--- src/rtl/uart_pkg.sv ---
// Shared constants for the memory-mapped UART transmitter: bus addresses,
// FSM state encodings and STATUS register bit positions.
package uart_pkg;

    localparam logic [15:0] UART_DATA_ADDR   = 16'h8000;
    localparam logic [15:0] UART_STATUS_ADDR = 16'h8001;

    localparam logic [2:0] UART_IDLE   = 3'd0;
    localparam logic [2:0] UART_START  = 3'd1;
    localparam logic [2:0] UART_DATA   = 3'd2;
    localparam logic [2:0] UART_PARITY = 3'd3;
    localparam logic [2:0] UART_STOP   = 3'd4;

    localparam int STAT_FULL      = 0;
    localparam int STAT_EMPTY     = 1;
    localparam int STAT_ACTIVE    = 2;
    localparam int STAT_OVF       = 3;
    localparam int STAT_COUNT_LSB = 4;
    localparam int STAT_PARITY    = 8;

    function automatic logic evenParity(input logic [7:0] d);
        return ^d;
    endfunction

endpackage

--- src/rtl/tx_fifo.sv ---
// Byte FIFO feeding the UART shifter; pointers carry one extra MSB so that
// full and empty can be told apart when the index bits match.
module tx_fifo #(
    parameter int FIFO_DEPTH = 8,
    parameter int WIDTH      = 8
) (
    input  logic                        clk,
    input  logic                        reset,
    input  logic                        push,
    input  logic                        pop,
    input  logic [WIDTH-1:0]            din,
    output logic [WIDTH-1:0]            dout,
    output logic                        full,
    output logic                        empty,
    output logic [$clog2(FIFO_DEPTH):0] count
);

    localparam int AW = $clog2(FIFO_DEPTH);

    logic [WIDTH-1:0] mem_q [FIFO_DEPTH];
    logic [AW:0]      wrPtr_q;
    logic [AW:0]      rdPtr_q;
    logic             doPush;
    logic             doPop;

    assign count = wrPtr_q - rdPtr_q;
    assign empty = (wrPtr_q == rdPtr_q);
    assign full  = (count == (AW+1)'(FIFO_DEPTH));
    assign dout  = mem_q[rdPtr_q[AW-1:0]];

    // A push into a full FIFO is still taken when a pop frees the slot on the same edge.
    assign doPush = push && (!full || pop);
    assign doPop  = pop && !empty;

    always_ff @(posedge clk or posedge reset) begin
        if (reset) begin
            wrPtr_q <= '0;
            rdPtr_q <= '0;
        end else begin
            if (doPush) wrPtr_q <= wrPtr_q + (AW+1)'(1);
            if (doPop)  rdPtr_q <= rdPtr_q + (AW+1)'(1);
        end
    end

    always_ff @(posedge clk) begin
        if (doPush) mem_q[wrPtr_q[AW-1:0]] <= din;
    end

endmodule

--- src/rtl/uart_tx_port.sv ---
// Memory-mapped UART transmitter: DATA writes queue bytes, STATUS reads report state.
// Define UART_TX_PARITY_EN to add an even-parity bit (8E1) and advertise it in STATUS.
module uart_tx_port
    import uart_pkg::*;
#(
    parameter int CLKS_PER_BIT = 434,
    parameter int FIFO_DEPTH   = 8
) (
    input  logic        clk,
    input  logic        reset,
    input  logic [15:0] bus_addr,
    input  logic [15:0] bus_wdata,
    input  logic        bus_we,
    output logic [15:0] bus_rdata,
    output logic        tx,
    output logic        busy
);

    localparam int BW = (CLKS_PER_BIT > 1) ? $clog2(CLKS_PER_BIT) : 1;
    localparam int CW = $clog2(FIFO_DEPTH) + 1;

    logic [2:0]    state_q, state_d;
    logic [BW-1:0] baud_q, baud_d;
    logic [2:0]    bitIdx_q, bitIdx_d;
    logic [7:0]    data_q, data_d;
    logic          ovf_q, ovf_d;
    logic [15:0]   rdata_q, rdata_d;

    logic          fifoPop;
    logic          fifoFull;
    logic          fifoEmpty;
    logic [7:0]    fifoDout;
    logic [CW-1:0] fifoCount;
    logic          wrData;
    logic          wrStatus;
    logic          baudWrap;
    logic          active;
    logic          parityAdv;
    logic [15:0]   status;
    logic          unusedWdata;

    assign wrData      = bus_we && (bus_addr == UART_DATA_ADDR);
    assign wrStatus    = bus_we && (bus_addr == UART_STATUS_ADDR);
    assign baudWrap    = (baud_q == BW'(CLKS_PER_BIT - 1));
    assign active      = (state_q != UART_IDLE);
    assign busy        = !fifoEmpty || active;
    assign bus_rdata   = rdata_q;
    assign unusedWdata = ^bus_wdata[15:8];

`ifdef UART_TX_PARITY_EN
    assign parityAdv = 1'b1;
`else
    assign parityAdv = 1'b0;
`endif

    tx_fifo #(.FIFO_DEPTH(FIFO_DEPTH), .WIDTH(8)) u_fifo (
        .clk   (clk),
        .reset (reset),
        .push  (wrData),
        .pop   (fifoPop),
        .din   (bus_wdata[7:0]),
        .dout  (fifoDout),
        .full  (fifoFull),
        .empty (fifoEmpty),
        .count (fifoCount)
    );

    // Bit-timing FSM; IDLE and the end of STOP both pop straight into START.
    always_comb begin
        state_d  = state_q;
        baud_d   = '0;
        bitIdx_d = bitIdx_q;
        data_d   = data_q;
        fifoPop  = 1'b0;
        if (active && !baudWrap) baud_d = baud_q + BW'(1);
        case (state_q)
            UART_IDLE: begin
                if (!fifoEmpty) begin
                    fifoPop = 1'b1;
                    data_d  = fifoDout;
                    state_d = UART_START;
                end
            end
            UART_START: begin
                if (baudWrap) begin
                    state_d  = UART_DATA;
                    bitIdx_d = 3'd0;
                end
            end
            UART_DATA: begin
                if (baudWrap) begin
                    if (bitIdx_q == 3'd7) begin
`ifdef UART_TX_PARITY_EN
                        state_d = UART_PARITY;
`else
                        state_d = UART_STOP;
`endif
                    end else begin
                        bitIdx_d = bitIdx_q + 3'd1;
                    end
                end
            end
`ifdef UART_TX_PARITY_EN
            UART_PARITY: begin
                if (baudWrap) state_d = UART_STOP;
            end
`endif
            UART_STOP: begin
                if (baudWrap) begin
                    if (!fifoEmpty) begin
                        fifoPop = 1'b1;
                        data_d  = fifoDout;
                        state_d = UART_START;
                    end else begin
                        state_d = UART_IDLE;
                    end
                end
            end
            default: state_d = UART_IDLE;
        endcase
    end

    always_comb begin
        case (state_q)
            UART_START:  tx = 1'b0;
            UART_DATA:   tx = data_q[bitIdx_q];
            UART_PARITY: tx = evenParity(data_q);
            default:     tx = 1'b1;
        endcase
    end

    // Status reflects pre-edge state, so a read sees the FIFO before that edge's push/pop.
    always_comb begin
        status                        = '0;
        status[STAT_FULL]             = fifoFull;
        status[STAT_EMPTY]            = fifoEmpty;
        status[STAT_ACTIVE]           = active;
        status[STAT_OVF]              = ovf_q;
        status[STAT_COUNT_LSB +: 4]   = 4'(fifoCount);
        status[STAT_PARITY]           = parityAdv;
        rdata_d = (bus_addr == UART_STATUS_ADDR) ? status : 16'h0000;
        ovf_d   = ovf_q;
        if (wrData && fifoFull && !fifoPop) ovf_d = 1'b1;
        if (wrStatus && bus_wdata[3])       ovf_d = 1'b0;
    end

    always_ff @(posedge clk or posedge reset) begin
        if (reset) begin
            state_q  <= UART_IDLE;
            baud_q   <= '0;
            bitIdx_q <= '0;
            data_q   <= '0;
            ovf_q    <= 1'b0;
            rdata_q  <= '0;
        end else begin
            state_q  <= state_d;
            baud_q   <= baud_d;
            bitIdx_q <= bitIdx_d;
            data_q   <= data_d;
            ovf_q    <= ovf_d;
            rdata_q  <= rdata_d;
        end
    end

endmodule

--- config.mk ---
export PLATFORM = sky130hd
export DESIGN_NAME = uart_tx_port
export DESIGN_NICKNAME = d
export VERILOG_FILES = /design/src/rtl/uart_pkg.sv /design/src/rtl/tx_fifo.sv /design/src/rtl/uart_tx_port.sv
export SDC_FILE = /design/constraint.sdc
export NUM_CORES = 1
export LEC_CHECK = 0
export CAP_MARGIN = 20
export CORE_MARGIN = 5
export CORE_UTILIZATION = 55
export CTS_BUF_LIST = sky130_fd_sc_hd__clkbuf_8
export DETAILED_ROUTE_END_ITERATION = 7
export PLACE_DENSITY = 0.79
export SYNTH_ARGS = -nofsm -noshare
export SYNTH_HDL_FRONTEND = slang
export SYNTH_SLANG_ARGS = --single-unit
--- constraint.sdc ---
create_clock -name clk -period 10.19 [get_ports clk]
set_clock_uncertainty 0.15 [all_clocks]
set_input_delay 1.5285 -clock clk [delete_from_list [all_inputs] [get_ports clk]]
set_output_delay 1.5285 -clock clk [all_outputs]
set_load 0.005 [all_outputs]
==> summary.log <==
[die] width of the die 100.4 µm
[drt] Residual DRC 0
[clock_network] TritonCTS clock tree done
[clock_network] sink count of the clock tree 104
[die] standard-cell row count 33
[power] largest vdd supply drop 0.1209 mV
[clock_network] Post-CTS Setup Bufs 0
[clock_network] buffer type at the clock tree root sky130_fd_sc_hd__clkbuf_8
[sta] relative slew slack 0.4532
[drt] sum of met3 wire segment lengths after detailed routing 394 µm
[status] result of the run finished clean
[clock_network] clock buffer count from CTS 9
[power] PD cells 198.8 nW/µm²
[die] starting density of the core 0.5555
[worst_setup_path] Max Fanout on Critical Path 19
[drt] first-iteration detailed-routing DRC count 129
[clock_network] Skew-Pair Late Insertion Delay 0.37 ns
[grt] vias in the first global route 2540
[worst_setup_path] endpoint type of the worst setup path primary output
[synth] Avg Synthesized Cell Area 14.64 µm²
[drt] number of vias in the routed layout 2515
[clock_network] cells resized by post-CTS repair 0
[clock_network] buffer depth of the longest clock path 2
[drt] Final ANT Viol Nets 0
[synth] total of warnings raised by yosys 0
[die] die extent in y 100.4 µm
[layout] diode insertion count for antenna repair 0
[power] Pleak 1.941 nW
[clock_network] Clock H-tree levels 3
[layout] P&R area growth vs syn 14.70%
[worst_setup_path] Worst R2R Path Depth 8
[placed_design] Port Buffer Count 36
[layout] most common cell after layout, fill and taps aside sky130_fd_sc_hd__edfxtp_1
[worst_setup_path] Worst EP arrival 2.87 ns
[worst_setup_path] Critical Setup Path Class reg2out
[die] Die ar. 10080 µm²
[clock_network] clock-pin slew of the registers on the worst-case setup and hold paths 0.10 ns
[synth] #FFs+latches synth 104
[die] total I/O pin count 53
[clock_network] CTS Hold Bufs 0
[placed_design] Worst Setup Slack post-DPL 5.992 ns
[sta] post-layout minimum cycle time 4.544 ns
[sta] unrepaired setup endpoints after global routing false
[drt] length of routed met2 wiring 3931 µm
[synth] proportion of synthesized flip-flops having asynchronous set or reset 0.3846
[sta] total negative slack for setup checks 0 ns
[synth] gate count of the mapped netlist 307
[worst_setup_path] internal reg-to-reg setup slack 6.65 ns
[worst_setup_path] Worst setup SP type flop
[sta] transition time of the tightest slew-check pin 0.8201 ns
[sta] highest clock rate 0.2201 GHz
[sta] final hold violation count 0
[grt] first-pass GRT wire length 12500 µm
[worst_hold_path] hold crit path type reg2reg
[worst_setup_path] origin of the critical flop-to-flop path u_fifo.rdPtr_q[1]
[layout] final net count 397
[worst_setup_path] worst reg2reg endpoint u_fifo.mem_q[6][5]
[drt] Met1 Routed Length 3084 µm
[worst_setup_path] endpoint required time on the critical path 8.51 ns
[die] floorplan core area 8093 µm²
[grt] total routing resource utilization after global routing 0.1646
[power] overall power of the completed layout 0.001025 W
[synth] Cell variety after synth 46
[sta] final worst path period share 0.4460
[sta] least setup slack across all paths after layout 5.646 ns
[drt] Highest Signal Layer met4
[drt] DRT Wirelength 7470 µm
[layout] leading cell types in the layout, fill and taps excluded sky130_fd_sc_hd__edfxtp_1, sky130_fd_sc_hd__dfrtp_1, sky130_fd_sc_hd__clkdlybuf4s50_1
[synth] dominant register cell in the synthesized netlist sky130_fd_sc_hd__edfxtp_1
[grt] global route overflow 0
[drt] Pre-Repair DR Iteration Count 4
[placed_design] final weighted congestion of routability-driven global placement 0.8023
[grt] maximum number of pins on one net before global-route repair 41
[placed_design] total half-perimeter wirelength after legalization and detailed placement 5208 µm
[sta] Final Max Tran Viols 0
[drt] via-per-instance ratio 5.444
[sta] final setup vio count 0
[layout] Core Util, Final 0.6371
[worst_setup_path] critical path endpoint busy
[flow_run] reported max-cap violation count 0
[synth] number of synthesized flops with an enable pin 64
[drt] Routed WL per cell 16.17 µm
[worst_setup_path] Worst Setup SP u_fifo.rdPtr_q[1]
[synth] synthesized area 4496 µm²
[layout] fraction of layout instances using a drive strength above 1 0.1401
[synth] portion of the post-synthesis area used by sequential elements 0.6502
[grt] number of antenna violations at the first check in global routing 0
through the flow:
step                      cell area, µm²  hold slack [ns]  cells
after global placement              4969           0.3321    446
final                               5156           0.3496    462
after CTS                           5156           0.3495    462
after global routing                5156           0.3583    462
after floorplan                     4522           0.3147    314
after detailed placement            4969           0.3363    446
critical path, cell delays in order, from the launching register on:
cell and delay [ns]:
sky130_fd_sc_hd__dfrtp_1 0.89, sky130_fd_sc_hd__inv_1 0.23, sky130_fd_sc_hd__ha_1 0.37, sky130_fd_sc_hd__nand3_1 0.07, sky130_fd_sc_hd__or2_2 0.32, sky130_fd_sc_hd__nand2b_1 0.17
sky130_fd_sc_hd__clkdlybuf4s50_1 0.45
how the worst min path moves through the flow:
stage / from / to / slack (ns) / depth (start not counted)
6_report: u_fifo.rdPtr_q[3] / u_fifo.rdPtr_q[3] / 0.35 / 1
5_1_grt: u_fifo.rdPtr_q[3] / u_fifo.rdPtr_q[3] / 0.36 / 1
4_1_cts: u_fifo.rdPtr_q[3] / u_fifo.rdPtr_q[3] / 0.35 / 1
3_5_place_dp: u_fifo.rdPtr_q[3] / u_fifo.rdPtr_q[3] / 0.34 / 1
3_3_place_gp: u_fifo.rdPtr_q[3] / u_fifo.rdPtr_q[3] / 0.33 / 1
2_1_floorplan: u_fifo.rdPtr_q[3] / u_fifo.rdPtr_q[3] / 0.31 / 1
cell families after synthesis:
logic type / Yosys count / synth area share
compound gates: 26 / 0.04203
xor+xnor: 22 / 0.04286
fa+ha+maj: 10 / 0.02950
buf+inv: 31 / 0.03590
flops: 104 / 0.6502
mux: 21 / 0.09825
other cells: 1 / 0.0008342
simple gates: 92 / 0.1005
Yosys cell counts (all sizes together), types with 2 or more instances:
| library cell | instances | area, µm² |
|---|---|---|
| mux2 | 2 | 26.27 |
| xnor2 | 17 | 148.9 |
| mux4 | 18 | 405.4 |
| nand4 | 4 | 25.02 |
| ha | 9 | 112.6 |
| nor3 | 5 | 36.29 |
| o211ai | 2 | 15.01 |
| or2 | 2 | 12.51 |
| dfrtp | 40 | 1001 |
| xor2 | 5 | 43.79 |
| o21ai | 3 | 26.28 |
| nor2 | 30 | 112.6 |
| a22o | 2 | 17.52 |
| inv | 12 | 45.04 |
| clkbuf | 5 | 18.77 |
| nand2 | 24 | 90.09 |
| a21oi | 3 | 15.01 |
| nor4 | 10 | 62.56 |
| buf | 13 | 93.83 |
| nor3b | 2 | 15.01 |
| edfxtp | 64 | 1922 |
| and3 | 3 | 18.77 |
| a31oi | 9 | 56.30 |
| nand3 | 6 | 30.03 |
state kept, by name, indices dropped and copies added, names as in the netlist:
register and count:
baud_q 9, bitIdx_q 3, bus_rdata 8, data_q 8, ovf_q 1, state_q 3, u_fifo.mem_q 64, u_fifo.rdPtr_q 4
u_fifo.wrPtr_q 4
area by class of cell:
cell class                 count  area, µm²
tap                          105      131.4
fill                         585       2937
clock inverter                 7      63.81
inverter                      13      48.80
sequential                   104       2923
multi-input combinational    179       1438
clock buffer                   9      123.9
timing repair buffer          45      427.9
routing by layer:
metal,vias to the layer above,track usage
met4,0,0.06010
met5,-,0
met1,1227,0.2057
met2,69,0.2808
li1,1213,-
met3,6,0.03822
where the power goes:
group          total (W)  internal, W  switching, W
sequential      0.000526     0.000481     0.0000444
clock           0.000240    0.0000943      0.000146
combinational   0.000259     0.000142      0.000118
Note: power is estimated with default switching activity, not from simulation.
